[config.mk]
export PLATFORM = sky130hd
export DESIGN_NAME = alu_operand_stage
export DESIGN_NICKNAME = d
export VERILOG_FILES = /design/src/rtl/alu_pkg.sv /design/src/rtl/fwd_mux.sv /design/src/rtl/alu_operand_stage.sv
export SDC_FILE = /design/constraint.sdc
export NUM_CORES = 1
export LEC_CHECK = 0
export CAP_MARGIN = 40
export CELL_PAD_IN_SITES_DETAIL_PLACEMENT = 0
export CELL_PAD_IN_SITES_GLOBAL_PLACEMENT = 1
export CORE_AREA = 2 2 63 59
export DETAILED_ROUTE_END_ITERATION = 10
export DIE_AREA = 0 0 65 61
export DONT_BUFFER_PORTS = 1
export PLACE_DENSITY_LB_ADDON = 0.1
export RECOVER_POWER = 50
export SETUP_SLACK_MARGIN = 0.1
export SLEW_MARGIN = 20
export SYNTH_ARGS = -nofsm -noshare
export SYNTH_HDL_FRONTEND = slang
export SYNTH_HIERARCHICAL = 1
export SYNTH_SLANG_ARGS = --single-unit
[constraint.sdc]
create_clock -name clk -period 3.9 [get_ports clk]
set_clock_uncertainty 0.15 [all_clocks]
set_input_delay 0.585 -clock clk [delete_from_list [all_inputs] [get_ports clk]]
set_output_delay 0.585 -clock clk [all_outputs]
set_load 0.1 [all_outputs]
[src/rtl/alu_pkg.sv]
// Shared ALU encodings and op decode for the operand stage and its forwarding muxes.
package alu_pkg;

  localparam int RBITS_DEFAULT = 5;

  localparam logic [1:0] ALU_OP_ADD = 2'b00;
  localparam logic [1:0] ALU_OP_SUB = 2'b01;
  localparam logic [1:0] ALU_OP_AND = 2'b10;

  typedef struct packed {
    logic cin;
    logic c2;
    logic inv_b;
  } alu_ctl_t;

  localparam alu_ctl_t CTL_ADD = '{cin: 1'b0, c2: 1'b1, inv_b: 1'b0};
  localparam alu_ctl_t CTL_SUB = '{cin: 1'b1, c2: 1'b1, inv_b: 1'b1};
  localparam alu_ctl_t CTL_AND = '{cin: 1'b0, c2: 1'b0, inv_b: 1'b0};

  // Reserved encodings fall back to ADD.
  function automatic alu_ctl_t decode_op(input logic [1:0] op);
    alu_ctl_t ctl;
    case (op)
      ALU_OP_ADD: ctl = CTL_ADD;
      ALU_OP_SUB: ctl = CTL_SUB;
      ALU_OP_AND: ctl = CTL_AND;
      default:    ctl = CTL_ADD;
    endcase
    return ctl;
  endfunction

endpackage

[src/rtl/fwd_mux.sv]
// Forwarding select for one source operand; EX/MEM beats MEM/WB, register 0 never forwards.
module fwd_mux
  import alu_pkg::*;
#(
  parameter int bus   = 8,
  parameter int rbits = RBITS_DEFAULT
) (
  input  logic [rbits-1:0] src_addr,
  input  logic [bus-1:0]   rf_data,
  input  logic             exm_wr,
  input  logic [rbits-1:0] exm_addr,
  input  logic [bus-1:0]   exm_data,
  input  logic             mwb_wr,
  input  logic [rbits-1:0] mwb_addr,
  input  logic [bus-1:0]   mwb_data,
  output logic [bus-1:0]   data
);

  logic src_nz_s;

  assign src_nz_s = (src_addr != {rbits{1'b0}});

  // Priority select between the two pending writes and the register file.
  always_comb begin
    data = rf_data;
    if (src_nz_s && exm_wr && (exm_addr == src_addr)) begin
      data = exm_data;
    end else if (src_nz_s && mwb_wr && (mwb_addr == src_addr)) begin
      data = mwb_data;
    end else begin
      data = rf_data;
    end
  end

endmodule

[src/rtl/alu_operand_stage.sv]
// ID/EX operand stage feeding the ALU. Define ALU_STAGE_FWD_EN for forwarding;
// otherwise the stage stalls on pending writes to a used source register.
module alu_operand_stage
  import alu_pkg::*;
#(
  parameter int bus   = 8,
  parameter int rbits = RBITS_DEFAULT
) (
  input  logic             clk,
  input  logic             rst,
  input  logic             in_valid,
  output logic             in_ready,
  input  logic [rbits-1:0] rs_addr,
  input  logic [rbits-1:0] rt_addr,
  input  logic [bus-1:0]   rs_data,
  input  logic [bus-1:0]   rt_data,
  input  logic [bus-1:0]   imm,
  input  logic             use_imm,
  input  logic [1:0]       op,
  input  logic [rbits-1:0] rd_addr,
  input  logic             exm_wr,
  input  logic [rbits-1:0] exm_addr,
  input  logic [bus-1:0]   exm_data,
  input  logic             mwb_wr,
  input  logic [rbits-1:0] mwb_addr,
  input  logic [bus-1:0]   mwb_data,
  input  logic             flush,
  output logic             out_valid,
  input  logic             out_ready,
  output logic [bus-1:0]   a,
  output logic [bus-1:0]   b,
  output logic             cin,
  output logic             c2,
  output logic [rbits-1:0] rd_out
);

  logic [bus-1:0] rs_val_s;
  logic [bus-1:0] rt_val_s;
  logic [bus-1:0] b_sel_s;
  logic [bus-1:0] b_fin_s;
  alu_ctl_t       ctl_s;
  logic           hazard_s;
  logic           capture_s;

`ifdef ALU_STAGE_FWD_EN
  fwd_mux #(.bus(bus), .rbits(rbits)) u_fwd_rs (
    .src_addr(rs_addr), .rf_data(rs_data),
    .exm_wr(exm_wr), .exm_addr(exm_addr), .exm_data(exm_data),
    .mwb_wr(mwb_wr), .mwb_addr(mwb_addr), .mwb_data(mwb_data),
    .data(rs_val_s)
  );

  fwd_mux #(.bus(bus), .rbits(rbits)) u_fwd_rt (
    .src_addr(rt_addr), .rf_data(rt_data),
    .exm_wr(exm_wr), .exm_addr(exm_addr), .exm_data(exm_data),
    .mwb_wr(mwb_wr), .mwb_addr(mwb_addr), .mwb_data(mwb_data),
    .data(rt_val_s)
  );

  assign hazard_s = 1'b0;
`else
  logic rs_hit_s;
  logic rt_hit_s;
  logic unused_data_s;

  assign rs_val_s = rs_data;
  assign rt_val_s = rt_data;
  assign rs_hit_s = (rs_addr != {rbits{1'b0}}) &&
                    ((exm_wr && (exm_addr == rs_addr)) || (mwb_wr && (mwb_addr == rs_addr)));
  assign rt_hit_s = (rt_addr != {rbits{1'b0}}) &&
                    ((exm_wr && (exm_addr == rt_addr)) || (mwb_wr && (mwb_addr == rt_addr)));
  // rt only matters when operand B actually comes from the register file.
  assign hazard_s = rs_hit_s || (rt_hit_s && !use_imm);
  assign unused_data_s = ^{exm_data, mwb_data};
`endif

  assign ctl_s     = decode_op(op);
  assign b_sel_s   = use_imm ? imm : rt_val_s;
  assign b_fin_s   = ctl_s.inv_b ? ~b_sel_s : b_sel_s;
  assign in_ready  = (!out_valid || out_ready) && !hazard_s;
  assign capture_s = in_valid && in_ready && !flush;

  // Output bundle register: reset, then flush, then capture, then drain.
  always_ff @(posedge clk) begin
    if (rst) begin
      out_valid <= 1'b0;
      a         <= {bus{1'b0}};
      b         <= {bus{1'b0}};
      cin       <= 1'b0;
      c2        <= 1'b0;
      rd_out    <= {rbits{1'b0}};
    end else if (flush) begin
      out_valid <= 1'b0;
    end else if (capture_s) begin
      out_valid <= 1'b1;
      a         <= rs_val_s;
      b         <= b_fin_s;
      cin       <= ctl_s.cin;
      c2        <= ctl_s.c2;
      rd_out    <= rd_addr;
    end else if (out_valid && out_ready) begin
      out_valid <= 1'b0;
    end else begin
      out_valid <= out_valid;
    end
  end

endmodule

==> flow_metrics.env <==
export IMPL_outcome="complete, no violations"
export IMPL_first_pass_iters=4
export IMPL_ios=100
export IMPL_synth_area_um2=1380
export IMPL_die_x_um=65
export IMPL_drive_above_1_share_pct=6.49
export IMPL_hp_class="in -> reg"
export IMPL_cts_buffers_inserted=3
export IMPL_tightest_slew_ps=1210
export IMPL_hpwl_mm=2.84
export IMPL_slowest_delay_ps=530
export IMPL_cts_root_buf="clkbuf_8"
export IMPL_critPathArrivalTime_ps=1920
export IMPL_crit_slowest_cell="or4_4"
export IMPL_crit_path_end_kind="output pin"
export IMPL_routed_wl_mm=3.62
export IMPL_synth_simple_gate_area_share_pct=16.0
export IMPL_drcViolationCount=0
export IMPL_ant_nets=0
export IMPL_antenna_cells=0
export IMPL_fin_nets=262
export IMPL_crit_path_max_fanout=24
export IMPL_post_route_period_util_pct=68.1
export IMPL_power_density_nw_per_um2=392
export IMPL_insertion_delay_ps=260
export IMPL_internal_power_w=0.000372
export IMPL_grt_antenna_before_repair=0
export IMPL_ys_seq_area_share_pct=34.8
export IMPL_maxCapViolCount=0
export IMPL_synth_area_per_cell_um2=8.21
export IMPL_max_freq_mhz=377
export IMPL_p_leak_nw=0.515
export IMPL_postCtsSetupBuffers=0
export IMPL_drtIter0Drc=42
export IMPL_p_seq_share_pct=43.8
export IMPL_slew_headroom_pct=20.0
export IMPL_vias_per_cell=5.51
export IMPL_maxSlewViolCount=0
export IMPL_grtUsageMet1_pct=22.0
export IMPL_ctsHoldBuffers=0
export IMPL_cts_sinks=24
export IMPL_ys_warnings_count=6
export IMPL_pwr_share_comb_pct=32.8
export IMPL_setup_violations=0
export IMPL_path_cells="or4_4 -> nor2_4 -> o21ai_2 -> buf_4 -> a21oi_2 -> buf_4"
export IMPL_cts_tree="built"
export IMPL_total_power_w=0.000605
export IMPL_core_area_um2=3280
export IMPL_synthXorXnorAreaFrac_pct=17.8
export IMPL_finalHoldViolations=0
export IMPL_cts_resized=0
export IMPL_use_met2_pct=36.5
export IMPL_synth_top_family_by_area="compound AO/OA/AOI/OAI gates"
export IMPL_grt_pass1_vias=1301
export IMPL_critPathKind="in -> out"
export IMPL_syn_inst=168
export IMPL_p_clk_share_pct=23.3
export IMPL_synth_net_count=243
export IMPL_synth_top_area_cell="dfxtp_1"
export IMPL_die_y_um=61
export IMPL_grt_busiest_layer="met2"
export IMPL_fillers=332
export IMPL_area_delta_synth_final_pct=12.0
export IMPL_track_usage_pct=19.0
export IMPL_peakVddDrop_uv=240
export IMPL_synth_fa_ha_area_share_pct=0
export IMPL_cp_common_cell="buf_4"
export IMPL_initial_core_util_pct=42.1
export IMPL_rrSetupSlack_ps=2150
export IMPL_switching_share_pct=38.4
export IMPL_setup_tns_ps=0
export IMPL_synth_area_leaders="dfxtp_1 35%, xor2_1 10%, a21oi_1 8.7%, nand3_1 8.0%, xnor2_1 7.6%"
export IMPL_globalRoute_totalOverflow=0
export IMPL_rows=20
export IMPL_synthMuxAreaShare_pct=5.80
export IMPL_layout_min_cycle_time_ps=2660
export IMPL_grt_pass1_wl_mm=5.82
export IMPL_critPathBufInv=2
export IMPL_num_vias=1262
export IMPL_start_kind="primary input"
export IMPL_path_clk_slew_ps=80
export IMPL_synth_distinct_cells=31
export IMPL_cp_top_family="simple AND/OR/NAND/NOR gates"
export IMPL_required_ps=3160
export IMPL_rsz0062_at_grt="no"
export IMPL_layout_common_cells="24 x dfxtp_1, 24 x clkbuf_1, 23 x a21oi_1"
export IMPL_ys_seq_elements=24
export IMPL_met3_usage_pct=4.08
export IMPL_port_buffers=0
export IMPL_grt_start_max_net_pins=26
export IMPL_gp_congestion=0.705
export IMPL_cts_max_level=1
export IMPL_die_area_um2=3970
export IMPL_p_sw_w=0.000233
export IMPL_synth_compound_area_share_pct=21.4
export IMPL_cts_max_path_buffers=2
export IMPL_yosysTopAreaCellShare_pct=34.8
export IMPL_drt_wirelength_per_cell_um=15.8
layout make-up:
cell class | count | area (um^2) | area share, %
Multi-Input combinational cell | 130 | 848 | 54.9
Tap cell | 44 | 55.1 | 3.56
Clock buffer | 3 | 41.3 | 2.67
Sequential cell | 24 | 480 | 31.1
Timing Repair Buffer | 27 | 116 | 7.53
Inverter | 1 | 3.75 | 0.243
power groups by stage:
stage | sequential [W] | combinational [W] | clock [W]
final | 0.000265 | 0.000199 | 0.000141
after global routing | 0.000267 | 0.000211 | 0.000157
after floorplan | 0.000369 | 0.0000806 | 0
after CTS | 0.000271 | 0.000235 | 0.000148
after detailed placement | 0.000277 | 0.000234 | 0
after global placement | 0.000367 | 0.0000927 | 0
stage by stage:
stage	setup WS [ps]	instances	hold WS (ps)	cell area (um^2)	util (%)
floorplan	219	168	513	1380	-
global placement	1240	202	402	1410	43.0
detailed placement	1240	226	332	1800	55.0
CTS	1240	229	226	1850	56.3
global route	1190	229	217	1550	47.1
finish	1240	229	234	1550	47.1
synthesized netlist by cell type:
cell type / instances
or4_4: 1
a211oi_1: 1
nand4_1: 2
nor2_1: 2
a311oi_1: 1
nand3_1: 22
buf_2: 5
xnor2_1: 12
mux2i_1: 8
o21ai_0: 17
clkbuf_1: 6
a21bo_2: 1
xor2_1: 16
a21oi_1: 24
o21a_1: 1
a21boi_1: 1
nor2b_1: 1
o21ai_1: 5
nand2_1: 3
nor2_4: 1
inv_1: 1
and2_1: 1
nand2b_1: 3
or4_1: 1
o21ai_2: 1
a32oi_1: 1
o22ai_1: 1
nor4_1: 2
buf_1: 2
dfxtp_1: 24
nor3_1: 1
flip-flops by register name, summed over array words and instances, names as in the netlist:
name,flops
c2,1
b,8
out_valid,1
cin,1
rd_out,5
a,8
layer usage:
| metal | part of all wire [%] | up-vias | routed length, um |
|---|---|---|---|
| met5 | 0 | - | 0 |
| met4 | 1.0 | 0 | 36 |
| met3 | 7.5 | 4 | 271 |
| met2 | 52 | 52 | 1890 |
| met1 | 39 | 573 | 1420 |
| li1 | - | 633 | - |
cells by family (layout without fill, tap and decap cells):
family                 Yosys count  count (layout)
AO/OA/AOI/OAI                   54              54
AND/OR/NAND/NOR                 40              40
XOR/XNOR                        28              28
flip-flops                      24              24
buffers and inverters           14              31
multiplexers                     8               8
worst paths after layout:
check | startpoint | depth (start not counted) | endpoint
worst max-delay path | rs_addr[1] | 6 | in_ready
worst min-delay path | rst | 1 | rd_out[1]$_SDFFE_PP0P_
worst max register to register | out_valid$_SDFFE_PP0P_ | 4 | c2$_SDFFE_PP0P_
worst min register to register | cin$_SDFFE_PP0P_ | 2 | cin$_SDFFE_PP0P_
worst register-to-register path: stages, from the launching register on:
cell      delay, ps
dfxtp_1         310
nand2b_1        120
o21a_1          650
a21oi_1         140
a311oi_1        280
Power figures use the tool's default switching activity.
